==> config.mk <==
export PLATFORM = sky130hd
export DESIGN_NAME = subneg_core_p
export DESIGN_NICKNAME = d
export VERILOG_FILES = /design/src/rtl/subneg_pkg.sv /design/src/rtl/subneg_bus_ctrl.sv /design/src/rtl/subneg_core_p.sv
export SDC_FILE = /design/constraint.sdc
export NUM_CORES = 1
export LEC_CHECK = 0
export ABC_CLOCK_PERIOD_IN_PS = 2300
export CAP_MARGIN = 20
export CORE_MARGIN = 2
export CORE_UTILIZATION = 26
export CTS_CLUSTER_SIZE = 28
export DETAILED_ROUTE_END_ITERATION = 12
export PLACE_DENSITY = 0.41
export SLEW_MARGIN = 20
export SYNTH_ARGS = -nofsm -noshare
export SYNTH_HDL_FRONTEND = slang
export SYNTH_SLANG_ARGS = --single-unit
==> constraint.sdc <==
create_clock -name clk -period 2.3 [get_ports clk]
set_input_delay 0.46 -clock clk [delete_from_list [all_inputs] [get_ports clk]]
set_output_delay 0.46 -clock clk [all_outputs]
set_load 0.005 [all_outputs]
==> src/rtl/subneg_pkg.sv <==
// Shared types for the SUBNEG core: instruction-level states and bus access phases.
package subneg_pkg;

    typedef enum logic [3:0] {
        IDLE,
        FETCH_A,
        FETCH_B,
        FETCH_C,
        READ_A,
        READ_B,
        EXEC,
        WRITE,
        OUTPUT
    } state_e;

    typedef enum logic [1:0] {
        PH_IDLE,
        PH_RWAIT,
        PH_WDATA,
        PH_WHOLD
    } phase_e;

    localparam int DEFAULT_OUT_ADDR = 255;

endpackage

==> src/rtl/subneg_bus_ctrl.sv <==
// Single-access sequencer for the multiplexed address/data bus.
// The address phase starts in the same cycle req rises, so back-to-back accesses leave no gap.
module subneg_bus_ctrl
    import subneg_pkg::*;
#(
    parameter int W       = 8,
    parameter int RD_WAIT = 1
) (
    input  logic         clk,
    input  logic         rst_n,
    input  logic         req_i,
    input  logic         we_i,
    input  logic [W-1:0] addr_i,
    input  logic [W-1:0] wdata_i,
    input  logic [W-1:0] bus_in_i,
    output logic         done_o,
    output logic [W-1:0] rdata_o,
    output logic         le_o,
    output logic         moe_o,
    output logic         mwe_o,
    output logic [W-1:0] bus_oe_o,
    output logic [W-1:0] bus_out_o
);

    localparam int CW = (RD_WAIT < 2) ? 1 : $clog2(RD_WAIT + 1);

    phase_e        phase_q, phase_d;
    logic [CW-1:0] cnt_q, cnt_d;

    always_ff @(posedge clk or negedge rst_n) begin
        if (!rst_n) begin
            phase_q <= PH_IDLE;
            cnt_q   <= '0;
        end else begin
            phase_q <= phase_d;
            cnt_q   <= cnt_d;
        end
    end

    // Read data is consumed by the requester on the edge that ends the last wait cycle.
    assign rdata_o = bus_in_i;

    always_comb begin
        phase_d   = phase_q;
        cnt_d     = cnt_q;
        done_o    = 1'b0;
        le_o      = 1'b0;
        moe_o     = 1'b0;
        mwe_o     = 1'b0;
        bus_oe_o  = '0;
        bus_out_o = '0;
        case (phase_q)
            PH_IDLE: begin
                if (req_i) begin
                    le_o      = 1'b1;
                    bus_oe_o  = '1;
                    bus_out_o = addr_i;
                    cnt_d     = CW'(1);
                    phase_d   = we_i ? PH_WDATA : PH_RWAIT;
                end
            end
            PH_RWAIT: begin
                moe_o = 1'b1;
                if (cnt_q == CW'(RD_WAIT)) begin
                    done_o  = 1'b1;
                    phase_d = PH_IDLE;
                end else begin
                    cnt_d = cnt_q + CW'(1);
                end
            end
            PH_WDATA: begin
                mwe_o     = 1'b1;
                bus_oe_o  = '1;
                bus_out_o = wdata_i;
                phase_d   = PH_WHOLD;
            end
            PH_WHOLD: begin
                bus_oe_o  = '1;
                bus_out_o = wdata_i;
                done_o    = 1'b1;
                phase_d   = PH_IDLE;
            end
            default: phase_d = PH_IDLE;
        endcase
    end

endmodule

==> src/rtl/subneg_core_p.sv <==
// SUBNEG one-instruction core: mem[B] <= mem[B]-mem[A], branch to C when the result "goes negative".
// Writes to OUT_ADDR are diverted to out_data; a taken branch onto itself halts the core.
module subneg_core_p
    import subneg_pkg::*;
#(
    parameter int W        = 8,
    parameter int RD_WAIT  = 1,
    parameter int SIGNED   = 0,
    parameter int OUT_ADDR = DEFAULT_OUT_ADDR
) (
    input  logic         clk,
    input  logic         rst_n,
    input  logic         run,
    input  logic [W-1:0] bus_in,
    output logic [W-1:0] bus_out,
    output logic [W-1:0] bus_oe,
    output logic         le,
    output logic         moe,
    output logic         mwe,
    output logic [W-1:0] out_data,
    output logic         out_valid,
    output logic         halted,
    output logic [W-1:0] pc
);

    state_e       state_q, state_d;
    logic [W-1:0] pc_q, pc_d;
    logic [W-1:0] addrA_q, addrA_d, addrB_q, addrB_d, addrC_q, addrC_d;
    logic [W-1:0] valA_q, valA_d, valB_q, valB_d;
    logic [W-1:0] res_q, res_d, outData_q, outData_d;
    logic         take_q, take_d, halted_q, halted_d, outValid_q, outValid_d;
    logic         req, we, done, finish;
    logic [W-1:0] addr, rdata, diff;

    subneg_bus_ctrl #(.W(W), .RD_WAIT(RD_WAIT)) u_bus (
        .clk      (clk),
        .rst_n    (rst_n),
        .req_i    (req),
        .we_i     (we),
        .addr_i   (addr),
        .wdata_i  (res_q),
        .bus_in_i (bus_in),
        .done_o   (done),
        .rdata_o  (rdata),
        .le_o     (le),
        .moe_o    (moe),
        .mwe_o    (mwe),
        .bus_oe_o (bus_oe),
        .bus_out_o(bus_out)
    );

    assign diff = valB_q - valA_q;

    always_ff @(posedge clk or negedge rst_n) begin
        if (!rst_n) begin
            state_q    <= IDLE;
            pc_q       <= '0;
            addrA_q    <= '0;
            addrB_q    <= '0;
            addrC_q    <= '0;
            valA_q     <= '0;
            valB_q     <= '0;
            res_q      <= '0;
            take_q     <= 1'b0;
            halted_q   <= 1'b0;
            outData_q  <= '0;
            outValid_q <= 1'b0;
        end else begin
            state_q    <= state_d;
            pc_q       <= pc_d;
            addrA_q    <= addrA_d;
            addrB_q    <= addrB_d;
            addrC_q    <= addrC_d;
            valA_q     <= valA_d;
            valB_q     <= valB_d;
            res_q      <= res_d;
            take_q     <= take_d;
            halted_q   <= halted_d;
            outData_q  <= outData_d;
            outValid_q <= outValid_d;
        end
    end

    always_comb begin
        state_d    = state_q;
        pc_d       = pc_q;
        addrA_d    = addrA_q;
        addrB_d    = addrB_q;
        addrC_d    = addrC_q;
        valA_d     = valA_q;
        valB_d     = valB_q;
        res_d      = res_q;
        take_d     = take_q;
        halted_d   = halted_q;
        outData_d  = outData_q;
        outValid_d = 1'b0;
        req        = 1'b0;
        we         = 1'b0;
        addr       = '0;
        finish     = 1'b0;
        case (state_q)
            IDLE:    if (run && !halted_q) state_d = FETCH_A;
            FETCH_A: begin
                req  = 1'b1;
                addr = pc_q;
                if (done) begin addrA_d = rdata; state_d = FETCH_B; end
            end
            FETCH_B: begin
                req  = 1'b1;
                addr = pc_q + W'(1);
                if (done) begin addrB_d = rdata; state_d = FETCH_C; end
            end
            FETCH_C: begin
                req  = 1'b1;
                addr = pc_q + W'(2);
                if (done) begin addrC_d = rdata; state_d = READ_A; end
            end
            READ_A: begin
                req  = 1'b1;
                addr = addrA_q;
                if (done) begin valA_d = rdata; state_d = READ_B; end
            end
            READ_B: begin
                req  = 1'b1;
                addr = addrB_q;
                if (done) begin valB_d = rdata; state_d = EXEC; end
            end
            EXEC: begin
                res_d   = diff;
                take_d  = (SIGNED != 0) ? diff[W-1] : (valA_q > valB_q);
                state_d = (addrB_q == W'(OUT_ADDR)) ? OUTPUT : WRITE;
            end
            WRITE: begin
                req    = 1'b1;
                we     = 1'b1;
                addr   = addrB_q;
                finish = done;
            end
            OUTPUT: begin
                outData_d  = res_q;
                outValid_d = 1'b1;
                finish     = 1'b1;
            end
            default: state_d = IDLE;
        endcase
        // A taken branch back onto the same instruction can never make progress, so latch halt.
        if (finish) begin
            state_d  = IDLE;
            pc_d     = take_q ? addrC_q : pc_q + W'(3);
            halted_d = halted_q | (take_q && (addrC_q == pc_q));
        end
    end

    assign pc        = pc_q;
    assign halted    = halted_q;
    assign out_data  = outData_q;
    assign out_valid = outValid_q;

endmodule

## Word-level counts from Yosys, hierarchy flattened

Cells that the tools add are included.

| word-level totals | value |
|---|---|
| bits in registers | 74 |
| output and inout bits | 37 |
| logic and storage cells | 93 |
| input bits | 11 |

| operators by class | value |
|---|---|
| add/subtract/negate cells | 5 |
| multiplexer cells | 32 |
| equal/unequal tests | 22 |
| reductions and logical operators | 18 |
| magnitude comparators | 1 |
| bitwise gates (word level) | 1 |

Operators by type and width:

| kind | count |
|---|---|
| $pmux W8 S5 | 1 |
| $mux W4 | 8 |
| $pmux W4 S8 | 1 |
| $pmux W8 S2 | 2 |
| $mux W8 | 3 |
| $ne A3 B3 Y1 const B | 6 |
| $add A8 B2 Y8 const B | 2 |
| $eq A4 B3 Y1 const B | 4 |
| $reduce_and A2 Y1 | 7 |
| $mux W1 | 10 |
| $add A8 B1 Y8 const B | 1 |
| $eq A4 B2 Y1 const B | 2 |
| $eq A8 B8 Y1 | 1 |
| $eq A8 B8 Y1 const B | 1 |
| $gt A8 B8 Y1 | 1 |
| $pmux W2 S4 | 1 |
| $sub A8 B8 Y8 | 1 |
| $reduce_and A7 Y1 | 1 |
| $mux W2 | 3 |
| $pmux W1 S2 | 3 |
| $reduce_or A2 Y1 | 3 |
| $reduce_or A6 Y1 | 1 |
| $eq A2 B2 Y1 const B | 2 |
| $eq A4 B1 Y1 const B | 1 |
| other kinds (11) | 13 |

## Logic depth before layout (Yosys ltp)

| logic depth | value |
|---|---|
| depth in word-level cells | 5 |
| depth in mapped cells | 8 |
| mapped depth without buffers | 8 |

## Cells and area by module

From an unflattened synthesis, not the netlist that was laid out.

| unflattened totals | value |
|---|---|
| cell total of the unflattened synthesis | 434 |
| area, all modules | 4,494.3 sq um |

By module, submodules not included:

| module | sequential area each (sq um) | area an instance (sq um) | times used | cells each |
|---|---|---|---|---|
| subneg_core_p | 1,776.7 | 4,047.6 | 1 | 376 |
| subneg_bus_ctrl | 75.1 | 446.7 | 1 | 58 |

## Least setup slack after synthesis

OpenSTA, ideal clock, no wires.

| timing path | value |
|---|---|
| path type | register to output |
| start | reg pc_q[1] (netlist: pc[1]) |
| end | out bus_out[5] |
| stages on the path, launching flop included | 7 |
| setup slack | 260 ps |
| data required time | 1,840 ps |
| arrival | 1,580 ps |
| buffers on the path | 0 |
| path through | dfrtp_1 -> ha_1 -> o21ai_1 -> or3_1 -> a311o_1 -> o21ai_0 -> a22o_1 |

| on the way | value |
|---|---|
| word-level cells in the longest chain between the ends | 4 |
| elaborated cells between the ends (all ways) | 5 |

Ends and longest elaborated chain:

| element | line | RTL |
|---|---|---|
| start: declaration | subneg_core_p.sv:27 | `logic [W-1:0] pc_q, pc_d;` |
| start signal: assignment | subneg_core_p.sv:70 | `pc_q <= pc_d;` |
| $add A8 B2 Y8 or $add A8 B1 Y8 (tied branches) | subneg_core_p.sv:115, subneg_core_p.sv:110 |  |
| $pmux W8 S5 * | subneg_core_p.sv:101 | `case (state_q)` |
| $mux W8 * | subneg_bus_ctrl.sv:54 | `if (req_i) begin` |
| $pmux W8 S2 * | subneg_bus_ctrl.sv:52 | `case (phase_q)` |
| end: declaration | subneg_core_p.sv:15 | `output logic [W-1:0] bus_out,` |

Mark *: on every way between the ends. The rest lies on a longest branch, timed or not.

## Final worst setup path

| timing path | value |
|---|---|
| start | reg state_q[1] |
| end | out bus_out[6] |

| on the way | value |
|---|---|
| word-level cells in the longest chain between the ends | 5 |
| elaborated cells between the ends (all ways) | 12 |

Ends and longest elaborated chain:

| element | line | RTL |
|---|---|---|
| start: declaration | subneg_core_p.sv:26 | `state_e state_q, state_d;` |
| start signal: assignment | subneg_core_p.sv:69 | `state_q <= state_d;` |
| $eq A4 B3 Y1, or another cell as far along | subneg_core_p.sv:101 |  |
| $reduce_or A2 Y1 (no source line) or $reduce_or A6 Y1 (tied branches) | n/a |  |
| $pmux W8 S5 or $mux W1 (tied branches) | subneg_core_p.sv:101 |  |
| $mux W8 * | subneg_bus_ctrl.sv:54 |  |
| $pmux W8 S2 * | subneg_bus_ctrl.sv:52 |  |

Marks and branches as above.

==> impl_metrics.json <==
{
  "worstHoldPathType": "primary input to asynchronous set/reset pin",
  "drive_gt1_frac": 0.396,
  "hold_viol_final": 0,
  "worst_hold_slack_ns": 0.0626,
  "clkPwrFrac": 0.169,
  "clk_latency_ns": 0.34,
  "setup_viol": 8,
  "fin_crit_sh": 1.08,
  "place_ws_ns": -0.337,
  "synth_edf_count": 0,
  "ys_seq_area_frac": 0.442,
  "cts.sinks": 74,
  "place_area_um2": 5190,
  "antenna_found_initial": 0,
  "cp_cell_sequence": "buf_4 -> nor2_1 -> a22o_1 -> a221o_1 -> a221oi_2 -> nor2_1 -> buf_2",
  "initial_core_util": 0.264,
  "reg2reg_to": "state_q[0]$_DFFE_PN0P_",
  "status": "finished with violations",
  "cts_tree": "built",
  "synth_top_area_frac": 0.442,
  "dp_cells": 695,
  "yosysWarnings": 0,
  "seq_area_um2": 1860,
  "route.detailed.drc": 0,
  "synth_area_leaders": "dfrtp_1, mux2_2, o21ai_0",
  "vias": 3537,
  "final_area_um2": 6010,
  "drtIter0Drc": 155,
  "rsz0062_at_grt": "true",
  "die_w_um": 131,
  "overflow": 0,
  "die_area_um2": 17100,
  "stdcell_count": 741,
  "critical_path.max_fanout": 5,
  "clk_path_buf_depth": 2,
  "clk_pin_slew_ns": 0.06,
  "synth.distinct_cells": 53,
  "slew_headroom": 0.496,
  "die_h_um": 131,
  "power_mw": 8.43,
  "critical_path_class": "flip-flop to output pin",
  "slowest_stage": "dfrtp_2",
  "dr.pass1.iters": 4,
  "grt_start_max_net_pins": 31,
  "p_comb_frac": 0.551,
  "max_cap_viol_count": 0,
  "grt_usage": 0.157,
  "hpwlAfterDp_mm": 9.40,
  "num_io_pins": 48,
  "endpoint_kind": "output pin",
  "cts_hold_buf": 0,
  "layout_commonest_cell": "dfrtp_1",
  "grt_pass1_wl_mm": 20.0,
  "num_rows": 46,
  "cts_root_buf": "clkbuf_16",
  "area_growth_pct": 43.5,
  "required_ns": 1.84,
  "synth_largest_area_cell": "dfrtp_1",
  "synth_cells": 407,
  "worst_pin_slew_ns": 0.757,
  "finalMaxSlewViolations": 0,
  "async_flop_share": 1.00,
  "core_area_um2": 15800,
  "intPower_mw": 5.16,
  "placement.io_buffers": 47,
  "synthesis.nets": 431,
  "first_global_vias": 3555,
  "fin_skew_ns": 0.00710,
  "critPathTopFamily": "compound AO/OA/AOI/OAI gates",
  "postRouteAntennaNets": 0,
  "avgSynthCellArea_um2": 10.3,
  "wl_mm": 13.0,
  "vias_per_cell": 4.77,
  "cpPeakStageDelay_ns": 0.43,
  "worstPathArrival_ns": 2.03,
  "fmax_mhz": 402,
  "multi_input_area_um2": 2330,
  "violations": "setup timing",
  "gp_congestion": 0.875,
  "crit_top_cell": "nor2_1",
  "ir_drop_uv": 497,
  "finalNetCount": 545,
  "finalCriticalPeriod_ns": 2.49,
  "r2r.worst_path.cells": 9,
  "antenna_cells": 0,
  "fill_cells": 1584,
  "leakagePower_nw": 2.61,
  "startpoint": "state_q[1]$_DFFE_PN0P_",
  "ys.flop_type": "dfrtp_1",
  "syn_area_um2": 4190,
  "crit_buf_inv": 2,
  "htreeDepth": 3,
  "cp-start-kind": "flip-flop",
  "p_per_area_nw_per_um2": 1400,
  "synth_seq_cells": 74,
  "worst_slack_ns": -0.187,
  "timing.rr.start": "state_q[0]$_DFFE_PN0P_",
  "wl_per_cell_um": 17.5,
  "mostFrequentLayoutCells": "dfrtp_1, buf_4, mux2_2",
  "switching_power_mw": 3.26,
  "swShare": 0.387,
  "r2r_slack_ns": 0.22,
  "cts_buffers": 9,
  "seqPwrFrac": 0.280
}
## power by group through the flow
| stage | registers (mW) | clock network (mW) | logic (mW) |
|---|---|---|---|
| after CTS | 2.35 | 1.46 | 4.36 |
| after global routing | 2.44 | 1.51 | 5.09 |
| after global placement | 2.34 | 0 | 3.90 |
| after floorplan | 2.13 | 0 | 2.51 |
| final | 2.36 | 1.43 | 4.64 |
| after detailed placement | 2.35 | 0 | 3.91 |
## Yosys cell counts (all sizes together) (2+ instances only)
| cell | count |
|---|---|
| mux2 | 48 |
| nand2 | 27 |
| and2b | 3 |
| nand4 | 5 |
| o211ai | 2 |
| a22o | 9 |
| dfrtp | 74 |
| a211oi | 4 |
| or3 | 3 |
| clkbuf | 8 |
| xnor2 | 8 |
| nor2b | 8 |
| a22oi | 3 |
| o31ai | 5 |
| xor2 | 8 |
| a221o | 4 |
| a41o | 2 |
| ha | 12 |
| buf | 22 |
| inv | 16 |
| nand3 | 2 |
| a21oi | 18 |
| nand2b | 5 |
| a31oi | 4 |
| o21a | 6 |
| nor4 | 7 |
| a32oi | 3 |
| nor3 | 6 |
| o2bb2ai | 3 |
| o21ai | 34 |
| nor2 | 32 |
| a221oi | 2 |
| nor3b | 2 |
| or2 | 2 |
## worst max path at each step
stage                  to  cells past startpoint  slack [ns]
6_report       bus_out[6]                      7       -0.19
5_1_grt        bus_out[5]                      9       -0.25
4_1_cts        bus_out[7]                      8       -0.26
3_5_place_dp   bus_out[7]                      8       -0.34
3_3_place_gp   bus_out[7]                      8       -0.33
2_1_floorplan  bus_out[5]                      6        0.26
## timing repair
| item | in CTS | in global routing |
|---|---|---|
| cloned | 1 | 1 |
| pin swaps | 26 | 26 |
| gates resized for setup | 99 | 33 |
| setup endpoints to repair | 17 | 25 |
| setup buffers | 17 | 15 |
## flip-flops by register name, summed over array words and instances (netlist names)
name and count:
addrA_q 8, addrB_q 8, addrC_q 8, out_data 8, pc 8, res_q 8
valA_q 8, valB_q 8, state_q 4, u_bus.phase_q 2, halted 1, out_valid 1
take_q 1, u_bus.cnt_q 1
## cells by family (layout without fill, tap and decap cells)
kind of cell / count (synthesis) / in the layout / share of synthesized area
and+or+nand+nor: 105 / 105 / 0.130
xor gates and xnor gates: 16 / 16 / 0.0335
AOI/OAI and AO/OA: 105 / 105 / 0.168
buffers and inverters: 46 / 164 / 0.0559
adders and majority gates: 13 / 13 / 0.0407
muxes: 48 / 48 / 0.129
DFF: 74 / 74 / 0.442
## metrics by stage
| stage | TNS (ns) | utilization |
|---|---|---|
| global route | -1.52 | 0.380 |
| finish | -0.990 | 0.380 |
| floorplan | 0 | - |
| detailed placement | -2.25 | 0.328 |
| CTS | -1.43 | 0.366 |
| global placement | -2.21 | 0.328 |
## routing by layer
| metal | GRT usage | share of wire | up-vias |
|---|---|---|---|
| li1 | - | - | 1698 |
| met1 | 0.204 | 0.46 | 1752 |
| met2 | 0.259 | 0.49 | 68 |
| met3 | 0.0301 | 0.030 | 19 |
| met4 | 0.0588 | 0.023 | 0 |
| met5 | 0 | 0 | - |
## cell type report
class	instances	share of cell area
Tap cell	216	0.0450
Clock buffer	11	0.0404
Multi-Input combinational cell	287	0.387
Timing Repair Buffer	133	0.199
Clock inverter	4	0.00854
Inverter	16	0.0106
Sequential cell	74	0.309
No activity file was read; power rests on OpenSTA's default activity.
